==> src/rtl/rf_write_arbiter_pkg.sv <==
`default_nettype none
// Shared widths and types for the register-file write arbiter and its MDU result FIFO.
package rf_write_arbiter_pkg;

  localparam int DATA_WIDTH     = 32;
  localparam int REG_ADDR_WIDTH = 5;

  typedef enum logic {
    ARB_NORMAL = 1'b0,
    ARB_DRAIN  = 1'b1
  } arb_state_e;

  typedef struct packed {
    logic [REG_ADDR_WIDTH-1:0] rd;
    logic [DATA_WIDTH-1:0]     data;
  } mdu_entry_t;

endpackage
`default_nettype wire

==> src/rtl/mdu_result_fifo.sv <==
`default_nettype none
// MDU result FIFO with per-entry valid bits and kill-by-rd invalidation.
// WB_ARB_STATS_EN adds the kill_hits output (entries invalidated this cycle).
module mdu_result_fifo
  import rf_write_arbiter_pkg::*;
#(
  parameter int DEPTH = 4
) (
  input  logic                      clk,
  input  logic                      rst_n,
  input  logic                      push,
  input  mdu_entry_t                push_entry,
  input  logic                      pop,
  input  logic                      kill,
  input  logic [REG_ADDR_WIDTH-1:0] kill_rd,
  output logic                      empty,
  output logic                      full,
  output logic                      head_valid,
  output mdu_entry_t                head_entry,
  output logic                      live_after
`ifdef WB_ARB_STATS_EN
  ,
  output logic [$clog2(DEPTH):0]    kill_hits
`endif
);

  localparam int IDX_W = $clog2(DEPTH);
  localparam int PTR_W = IDX_W + 1;

  mdu_entry_t       mem [DEPTH];
  logic [DEPTH-1:0] valid;
  logic [DEPTH-1:0] valid_next;
  logic [DEPTH-1:0] kill_mask;
  logic [PTR_W-1:0] wr_ptr;
  logic [PTR_W-1:0] rd_ptr;
  logic [IDX_W-1:0] wr_idx;
  logic [IDX_W-1:0] rd_idx;
  logic             do_push;
  logic             do_pop;

  assign wr_idx     = wr_ptr[IDX_W-1:0];
  assign rd_idx     = rd_ptr[IDX_W-1:0];
  assign empty      = (wr_ptr == rd_ptr);
  assign full       = (wr_ptr[IDX_W] != rd_ptr[IDX_W]) && (wr_idx == rd_idx);
  assign do_push    = push && !full;
  assign do_pop     = pop && !empty;
  assign head_valid = valid[rd_idx];
  assign head_entry = mem[rd_idx];

  // Valid bits are only ever set on occupied slots, so kill needs no occupancy check.
  always_comb begin
    kill_mask = '0;
    for (int i = 0; i < DEPTH; i++) begin
      kill_mask[i] = kill && valid[i] && (mem[i].rd == kill_rd);
    end
  end

  always_comb begin
    valid_next = valid & ~kill_mask;
    if (do_pop) valid_next[rd_idx] = 1'b0;
    if (do_push) valid_next[wr_idx] = 1'b1;
  end

  assign live_after = |valid_next;

`ifdef WB_ARB_STATS_EN
  always_comb begin
    kill_hits = '0;
    for (int i = 0; i < DEPTH; i++) begin
      kill_hits = kill_hits + PTR_W'(kill_mask[i]);
    end
  end
`endif

  always_ff @(posedge clk or negedge rst_n) begin
    if (!rst_n) begin
      wr_ptr <= '0;
      rd_ptr <= '0;
      valid  <= '0;
    end else begin
      if (do_push) wr_ptr <= wr_ptr + PTR_W'(1);
      if (do_pop) rd_ptr <= rd_ptr + PTR_W'(1);
      valid <= valid_next;
    end
  end

  always_ff @(posedge clk) begin
    if (do_push) mem[wr_idx] <= push_entry;
  end

endmodule
`default_nettype wire

==> src/rtl/rf_write_arbiter.sv <==
`default_nettype none
// Register-file write-port arbiter between the WB stage and buffered MDU results.
// WB_ARB_STATS_EN adds stall_cnt_o and kill_cnt_o statistics outputs.
module rf_write_arbiter
  import rf_write_arbiter_pkg::*;
#(
  parameter int DEPTH    = 4,
  parameter int MAX_WAIT = 8
) (
  input  logic                      clk_i,
  input  logic                      rst_ni,
  input  logic                      wb_we_i,
  input  logic [REG_ADDR_WIDTH-1:0] wb_rd_i,
  input  logic [DATA_WIDTH-1:0]     wb_data_i,
  input  logic                      mdu_valid_i,
  input  logic [REG_ADDR_WIDTH-1:0] mdu_rd_i,
  input  logic [DATA_WIDTH-1:0]     mdu_data_i,
  output logic                      mdu_ready_o,
  output logic                      wb_stall_o,
  output logic                      rf_we_o,
  output logic [REG_ADDR_WIDTH-1:0] rf_waddr_o,
  output logic [DATA_WIDTH-1:0]     rf_wdata_o
`ifdef WB_ARB_STATS_EN
  ,
  output logic [31:0]               stall_cnt_o,
  output logic [31:0]               kill_cnt_o
`endif
);

  localparam int WAIT_W = $clog2(MAX_WAIT + 1);

  arb_state_e        state;
  arb_state_e        state_next;
  logic [WAIT_W-1:0] wait_cnt;
  logic [WAIT_W-1:0] wait_next;

  logic       draining;
  logic       wb_grant;
  logic       mdu_push;
  logic       bypass;
  logic       fifo_push;
  logic       fifo_pop;
  logic       head_write;
  logic       fifo_empty;
  logic       fifo_full;
  logic       head_valid;
  logic       live_after;
  mdu_entry_t mdu_entry;
  mdu_entry_t head_entry;
`ifdef WB_ARB_STATS_EN
  logic [$clog2(DEPTH):0] kill_hits;
`endif

  assign draining    = (state == ARB_DRAIN);
  assign wb_stall_o  = draining;
  assign mdu_ready_o = !fifo_full;
  assign mdu_entry   = '{rd: mdu_rd_i, data: mdu_data_i};

  assign wb_grant   = !draining && wb_we_i && (wb_rd_i != '0);
  assign mdu_push   = mdu_valid_i && !fifo_full && (mdu_rd_i != '0);
  // An empty buffer lets a fresh MDU result go straight to the port when WB is idle.
  assign bypass     = mdu_push && fifo_empty && !wb_grant;
  assign fifo_push  = mdu_push && !bypass;
  assign fifo_pop   = !wb_grant && !fifo_empty;
  assign head_write = fifo_pop && head_valid;

  mdu_result_fifo #(
    .DEPTH(DEPTH)
  ) u_fifo (
    .clk        (clk_i),
    .rst_n      (rst_ni),
    .push       (fifo_push),
    .push_entry (mdu_entry),
    .pop        (fifo_pop),
    .kill       (wb_grant),
    .kill_rd    (wb_rd_i),
    .empty      (fifo_empty),
    .full       (fifo_full),
    .head_valid (head_valid),
    .head_entry (head_entry),
    .live_after (live_after)
`ifdef WB_ARB_STATS_EN
    ,
    .kill_hits  (kill_hits)
`endif
  );

  always_comb begin
    if (fifo_empty || fifo_pop) begin
      wait_next = '0;
    end else if (wait_cnt != WAIT_W'(MAX_WAIT)) begin
      wait_next = wait_cnt + WAIT_W'(1);
    end else begin
      wait_next = wait_cnt;
    end
  end

  // Only enter or stay in drain while something live remains to be written.
  always_comb begin
    state_next = state;
    case (state)
      ARB_NORMAL: begin
        if ((wait_cnt == WAIT_W'(MAX_WAIT) || fifo_full) && live_after) state_next = ARB_DRAIN;
      end
      ARB_DRAIN: begin
        if (!live_after) state_next = ARB_NORMAL;
      end
      default: state_next = ARB_NORMAL;
    endcase
  end

  always_ff @(posedge clk_i or negedge rst_ni) begin
    if (!rst_ni) begin
      state      <= ARB_NORMAL;
      wait_cnt   <= '0;
      rf_we_o    <= 1'b0;
      rf_waddr_o <= '0;
      rf_wdata_o <= '0;
    end else begin
      state    <= state_next;
      wait_cnt <= wait_next;
      rf_we_o  <= wb_grant || head_write || bypass;
      if (wb_grant) begin
        rf_waddr_o <= wb_rd_i;
        rf_wdata_o <= wb_data_i;
      end else if (head_write) begin
        rf_waddr_o <= head_entry.rd;
        rf_wdata_o <= head_entry.data;
      end else if (bypass) begin
        rf_waddr_o <= mdu_rd_i;
        rf_wdata_o <= mdu_data_i;
      end
    end
  end

`ifdef WB_ARB_STATS_EN
  always_ff @(posedge clk_i or negedge rst_ni) begin
    if (!rst_ni) begin
      stall_cnt_o <= '0;
      kill_cnt_o  <= '0;
    end else begin
      stall_cnt_o <= stall_cnt_o + 32'(draining);
      kill_cnt_o  <= kill_cnt_o + 32'(kill_hits);
    end
  end
`endif

endmodule
`default_nettype wire

==> config.mk <==
export PLATFORM = sky130hd
export DESIGN_NAME = rf_write_arbiter
export DESIGN_NICKNAME = d
export VERILOG_FILES = /design/src/rtl/rf_write_arbiter_pkg.sv /design/src/rtl/mdu_result_fifo.sv /design/src/rtl/rf_write_arbiter.sv
export SDC_FILE = /design/constraint.sdc
export NUM_CORES = 1
export LEC_CHECK = 0
export BUFFER_PORTS_ARGS = -buffer_cell sky130_fd_sc_hd__buf_2
export CORE_MARGIN = 5
export CORE_UTILIZATION = 31
export CTS_CLUSTER_SIZE = 30
export DETAILED_ROUTE_END_ITERATION = 10
export PLACE_DENSITY_LB_ADDON = 0.25
export SYNTH_ARGS = -nofsm -noshare
export SYNTH_HDL_FRONTEND = slang
export SYNTH_SLANG_ARGS = --single-unit
==> constraint.sdc <==
create_clock -name clk_i -period 7.05 [get_ports clk_i]
set_input_delay 0.705 -clock clk_i [delete_from_list [all_inputs] [get_ports clk_i]]
set_output_delay 0.705 -clock clk_i [all_outputs]
set_load 0.03 [all_outputs]
# Yosys cells after proc, flatten, opt, wreduce, memory -nomap -nowiden
# Memories as Yosys holds them, arrays and structs flattened.
# Cells that the tools add are included.
[word_totals]
n_memories = 1
mem_bits_rw = 148
latch_bits = 0
register_bits = 53
wordCells = 89
rom_bits = 0
[classes]
muxes = 21
n_reduce_logical = 37
n_div = 0
eq_ne = 9
addsub = 3
multipliers = 0
n_shift = 0
n_lt_le_gt_ge = 4
bitwise_logic = 6
[mem_list]
columns = ["name", "words", "word_bits", "rd", "rd_clocked_by_memory_dff", "write_ports", "line_no", "rtl"]
rows = [
  ["u_fifo.mem", 4, 37, 5, 0, 1, "mdu_result_fifo.sv:30", "mdu_entry_t mem [DEPTH];"],
]
[ops]
columns = ["operator", "count"]
rows = [
  ["$mux W32", 3],
  ["$logic_and A1 B1 Y1", 23],
  ["$eq A5 B5 Y1", 4],
  ["$mux W4", 4],
  ["$mux W5", 3],
  ["$reduce_bool A5 Y1", 2],
  ["$and A4 B4 Y4", 2],
  ["$not A4 Y4", 2],
  ["$mux W1", 7],
  ["$add A3 B1 Y3 const B", 2],
  ["$lt A2 B3 Y1 const B", 2],
  ["$logic_not A1 Y1", 5],
  ["$add A4 B1 Y4 const B", 1],
  ["$demux W1 S2", 2],
  ["$eq A4 B4 Y1 const B", 1],
  ["$ge A2 B1 Y1 const B", 2],
  ["$logic_or A1 B1 Y1", 4],
  ["$ne A4 B4 Y1 const B", 1],
  ["$or A4 B4 Y4", 1],
  ["$reduce_or A4 Y1", 1],
  ["$eq A3 B3 Y1", 1],
  ["$reduce_bool A3 Y1", 1],
  ["$bmux W1 S2", 1],
  ["$eq A2 B2 Y1", 1],
  ["other kinds (4)", 4],
]

# Depth between registers and ports, before layout
[logic_depth]
depth_word = 15
ltp_mapped = 9
depth_no_buf = 7

# Cells and area by module
# A second synthesis with hierarchy kept.
[unflattened]
hier_cells = 475
area_unflattened_um2 = 8883.5
[by_module_without_submodules]
columns = ["mod", "area_per_inst_um2", "n_inst", "seq_area_each_um2", "cells_each"]
rows = [
  ["mdu_result_fifo", 6174.7, 1, 4694.5, 276],
  ["rf_write_arbiter", 2708.8, 1, 1076.0, 199],
]

# Least setup slack after synthesis
# Ideal clock, no wire load.
[synth_path]
path_type = "in2reg"
startpoint = "input port wb_rd_i[4]"
endpoint = "memory u_fifo.mem[3][0] (netlist bit) (enable)"
path_stages = 6
arrival_time_ps = 2646
required_ps = 6651
setup_slack_ps = 4005
setup_time_ps = 399
path_cell_list = "clkbuf_1 > or4_4 > o211ai_1 > a21oi_1 > clkbuf_1 > and2_1"
[synth_between]
elab_chain_len = 9
[synth_rtl]
columns = ["item", "line_no", "rtl"]
rows = [
  ["start, declared", "rf_write_arbiter.sv:13", "input logic [REG_ADDR_WIDTH-1:0] wb_rd_i,"],
  ["$reduce_bool A5 Y1", "rf_write_arbiter.sv:59", "assign wb_grant = !draining && wb_we_i && (wb_rd_i != '0);"],
  ["$logic_and A1 B1 Y1", "rf_write_arbiter.sv:59", ""],
  ["$logic_not A1 Y1", "rf_write_arbiter.sv:62", "assign bypass = mdu_push && fifo_empty && !wb_grant;"],
  ["$logic_and A1 B1 Y1", "rf_write_arbiter.sv:62", ""],
  ["$logic_not A1 Y1", "rf_write_arbiter.sv:63", "assign fifo_push = mdu_push && !bypass;"],
  ["$logic_and A1 B1 Y1", "rf_write_arbiter.sv:63", ""],
  ["$logic_and A1 B1 Y1", "mdu_result_fifo.sv:45", "assign do_push = push && !full;"],
  ["$mux W1", "mdu_result_fifo.sv:88", "if (do_push) mem[wr_idx] <= push_entry;"],
  ["$mux W1 (implied by the code)", "mdu_result_fifo.sv:88", ""],
  ["end, declared", "mdu_result_fifo.sv:30", ""],
]
# No other way between the ends.

# Worst setup path after layout
[layout_path]
startpoint = "register u_fifo.rd_ptr[0]"
endpoint = "register rf_waddr_o[0]"
[layout_between]
elab_chain_len = 8
elab_cells_between_ends = 17
[layout_rtl]
columns = ["item", "line_no", "rtl"]
rows = [
  ["start, declared", "mdu_result_fifo.sv:35", "logic [PTR_W-1:0] rd_ptr;"],
  ["start signal, assigned", "mdu_result_fifo.sv:82", "if (do_pop) rd_ptr <= rd_ptr + PTR_W'(1);"],
  ["$eq A2 B2 Y1", "mdu_result_fifo.sv:44", "assign full = (wr_ptr[IDX_W] != rd_ptr[IDX_W]) && (wr_idx == rd_idx);"],
  ["$logic_and A1 B1 Y1", "mdu_result_fifo.sv:44", ""],
  ["$logic_not A1 Y1", "rf_write_arbiter.sv:60", "assign mdu_push = mdu_valid_i && !fifo_full && (mdu_rd_i != '0);"],
  ["$logic_and A1 B1 Y1 (2 in series)", "rf_write_arbiter.sv:60", ""],
  ["$logic_and A1 B1 Y1 (2 in series)", "rf_write_arbiter.sv:62", ""],
  ["$reduce_bool A3 Y1 (no source line)", "n/a", ""],
  ["end signal, assigned", "rf_write_arbiter.sv:124", "rf_waddr_o <= wb_rd_i;"],
  ["end signal, assigned", "rf_write_arbiter.sv:127", "rf_waddr_o <= head_entry.rd;"],
  ["end signal, assigned", "rf_write_arbiter.sv:130", "rf_waddr_o <= mdu_rd_i;"],
  ["end, declared", "rf_write_arbiter.sv:21", "output logic [REG_ADDR_WIDTH-1:0] rf_waddr_o,"],
]
# Several ways; a longest one is shown, not always the timed one. The select of a mux whose other input is x is not followed.
# A chain may end at the register's enable or synchronous reset.

==> results.toml <==
[clock_tree]
htree_levels = 1
cts-buffers-inserted = 22
clockBufferDepth = 3
cts_tree = "done"
clk_latency_ps = 500
post_cts_buffers = 0
root_buffer = "clkbuf_16"
clkSinkCount = 201
cts-resized-gates = 0
path_clk_slew_ps = 60
ctsHoldBuffers = 0

[floorplan]
die_h_um = 180.0
start_util_pct = 31.30
core-area_um2 = 28630
rows = 62
io_pins = 118
dieArea_um2 = 32400
die_x_um = 180.0

[critical_path]
arrival_ps = 4430
slowest_delay_ps = 1050
crit_type = "reg -> reg"
crit_family = "simple AND/OR/NAND/NOR gates"
cp.buffers_inverters = 1
r2r_start = "u_fifo.rd_ptr[0]"
crit_required_ps = 7430
crit_fanout = 43
cp-startpoint = "u_fifo.rd_ptr[0]"
crit_slowest_cell = "dfrtp_4"
endpoint_kind = "register"
crit_path_start_kind = "register"
path_cells = "xnor2_1, nand3_1, nand3_2, and2_2, inv_2, mux2_1"

[drt]
totalWireLength_um = 24190
wire_per_inst_um = 22.57
drc = 0
ant_nets = 0
first_pass_iters = 5
vias_per_cell = 5.130
vias = 5499
drtIter0Drc = 406

[place]
place_congestion = 0.7705
io_buffers = 117
place_ws_ps = 2619
hpwl_um = 14540

[sta]
skew_ps = 7.025
min_period_over_period_pct = 57.40
rsz0062_at_grt = "false"
finalSetupViolations = 0
tns_ps = 0
final_hold_viol_count = 0
relSlewSlack_pct = 20.92
setup_ws_ps = 3003
drv_slew = 0
max_freq_mhz = 247.1
finalCriticalPeriod_ps = 4047
worstMarginPinSlew_ps = 1186

[global_routing]
grt_usage_pct = 14.58
grt_pass1_vias = 5956
grt_max_degree = 79
grt-ovfl-total = 0
antenna_found_initial = 4
grt_pass1_wl_um = 36980

[yosys]
netlist_area_um2 = 8959
synth_cells = 579
synth.top_cell.area_share_pct = 49.61
yosysWarnings = 0
post_synth.cell_area_avg_um2 = 15.47
synthFlopType = "edfxtp_1"
yosysUniqueCellTypes = 44
async_flop_share_pct = 26.37
syn-num-nets = 667
ys_top_cells_by_count = "148 x edfxtp_1, 53 x dfrtp_1, 41 x nor2_1"
synth_edf_count = 148
synth.most_common_cell = "edfxtp_1"
yosysTopAreaCell = "edfxtp_1"
synth_area_leaders = "edfxtp_1 50%, dfrtp_1 15%, mux4_2 9.6%"
synth_seq_area_share_pct = 64.41
synth_seq_cells = 201

[pwr]
power_uw = 5286
seqPwrFrac_pct = 35.8
clock_power_share_pct = 21.3
vdd_drop_max_mv = 0.3242
power_density_nw_per_um2 = 501.3
switching_power_uw = 2134
switching_share_pct = 40.37
pwr-share-comb_pct = 42.9
p_leak_uw = 0.003757
internal_power_uw = 3152

[status]
status = "completed"

[final_layout]
layout-drive-gt1-share_pct = 33.14
area_growth_pct = 17.70
diodes = 0
layout.nets = 760

[min_path]
min-delay-path-class = "in -> async"

[run]
timing.max_cap.violations = 0
## metal layers
layer | vias to the layer above | routed length (µm) | track usage (%)
li1 | 2477 | - | -
met1 | 2817 | 10510 | 18.90
met2 | 160 | 11950 | 25.32
met3 | 37 | 1291 | 2.930
met4 | 8 | 405 | 3.414
met5 | - | 37 | 0
## cell families (layout without fill, tap and decap cells)
kind of cell	after synthesis	count (layout)	synth area share, %
compound gates	125	125	12.04
fa+ha+maj	10	10	1.397
xor+xnor	29	29	2.835
buf+inv	61	170	3.170
simple gates	111	111	6.104
mux	42	42	10.04
flops	201	201	64.41
## layout by cell type (no fill, tap or decap), types with 7 or more instances in the layout
| cell | synthesis | routed |
|---|---|---|
| a211oi_1 | 34 | 34 |
| dfrtp_1 | 53 | 51 |
| edfxtp_1 | 148 | 148 |
| clkbuf_16 | 0 | 23 |
| xnor2_1 | 15 | 15 |
| o31a_1 | 34 | 34 |
| buf_2 | 17 | 117 |
| o31ai_1 | 17 | 17 |
| xor2_1 | 14 | 14 |
| ha_1 | 10 | 10 |
| nor2_1 | 41 | 41 |
| nand4_1 | 7 | 7 |
| o31ai_2 | 20 | 20 |
| nand3_1 | 39 | 39 |
| mux4_2 | 38 | 38 |
## sequential cells by signal, summed over array words and instances, names as in the netlist
register,cells
u_fifo.mem,148
rf_we_o,1
wait_cnt,4
rf_wdata_o,32
rf_waddr_o,5
u_fifo.valid,4
u_fifo.wr_ptr,3
wb_stall_o,1
u_fifo.rd_ptr,3
## power groups by stage
stage / sequential (µW) / combinational [µW] / clock [µW]
2_1_floorplan: 2010 / 1530 / 0
3_3_place_gp: 1910 / 2250 / 0
3_5_place_dp: 1930 / 2280 / 0
4_1_cts: 1910 / 2290 / 1150
5_1_grt: 1940 / 2440 / 1210
6_report: 1890 / 2270 / 1130
## area by class of cell
cell class	count	area [µm²]
Clock buffer	29	608.1
Clock inverter	11	98.84
Fill cell	2699	18080
Inverter	8	30.03
Multi-Input combinational cell	317	2928
Sequential cell	201	5776
Tap cell	384	480.5
Timing Repair Buffer	122	623.1
## stage by stage
step	area, µm²	hold slack (ps)	cells	utilization (%)
4_1_cts	10540	377.7	1072	36.83
2_1_floorplan	8959	409.4	579	-
3_3_place_gp	9837	476.9	1032	34.36
6_report	10540	350.4	1072	36.83
5_1_grt	10540	421.8	1072	36.83
3_5_place_dp	9837	487.8	1032	34.36
## final timing paths
kind | endpoint | slack (ps) | cells past startpoint
max | rf_waddr_o[0] | 3000 | 6
min | rf_wdata_o[13] | 350 | 2
max reg2reg | rf_waddr_o[0] | 3000 | 6
min reg2reg | u_fifo.wr_ptr[2] | 490 | 1
max in group asynchronous | u_fifo.rd_ptr[0] | 6130 | 2
min in group clk_i | u_fifo.mem[2][7] | 440 | 1
Note: power is estimated with default switching activity, not from simulation.
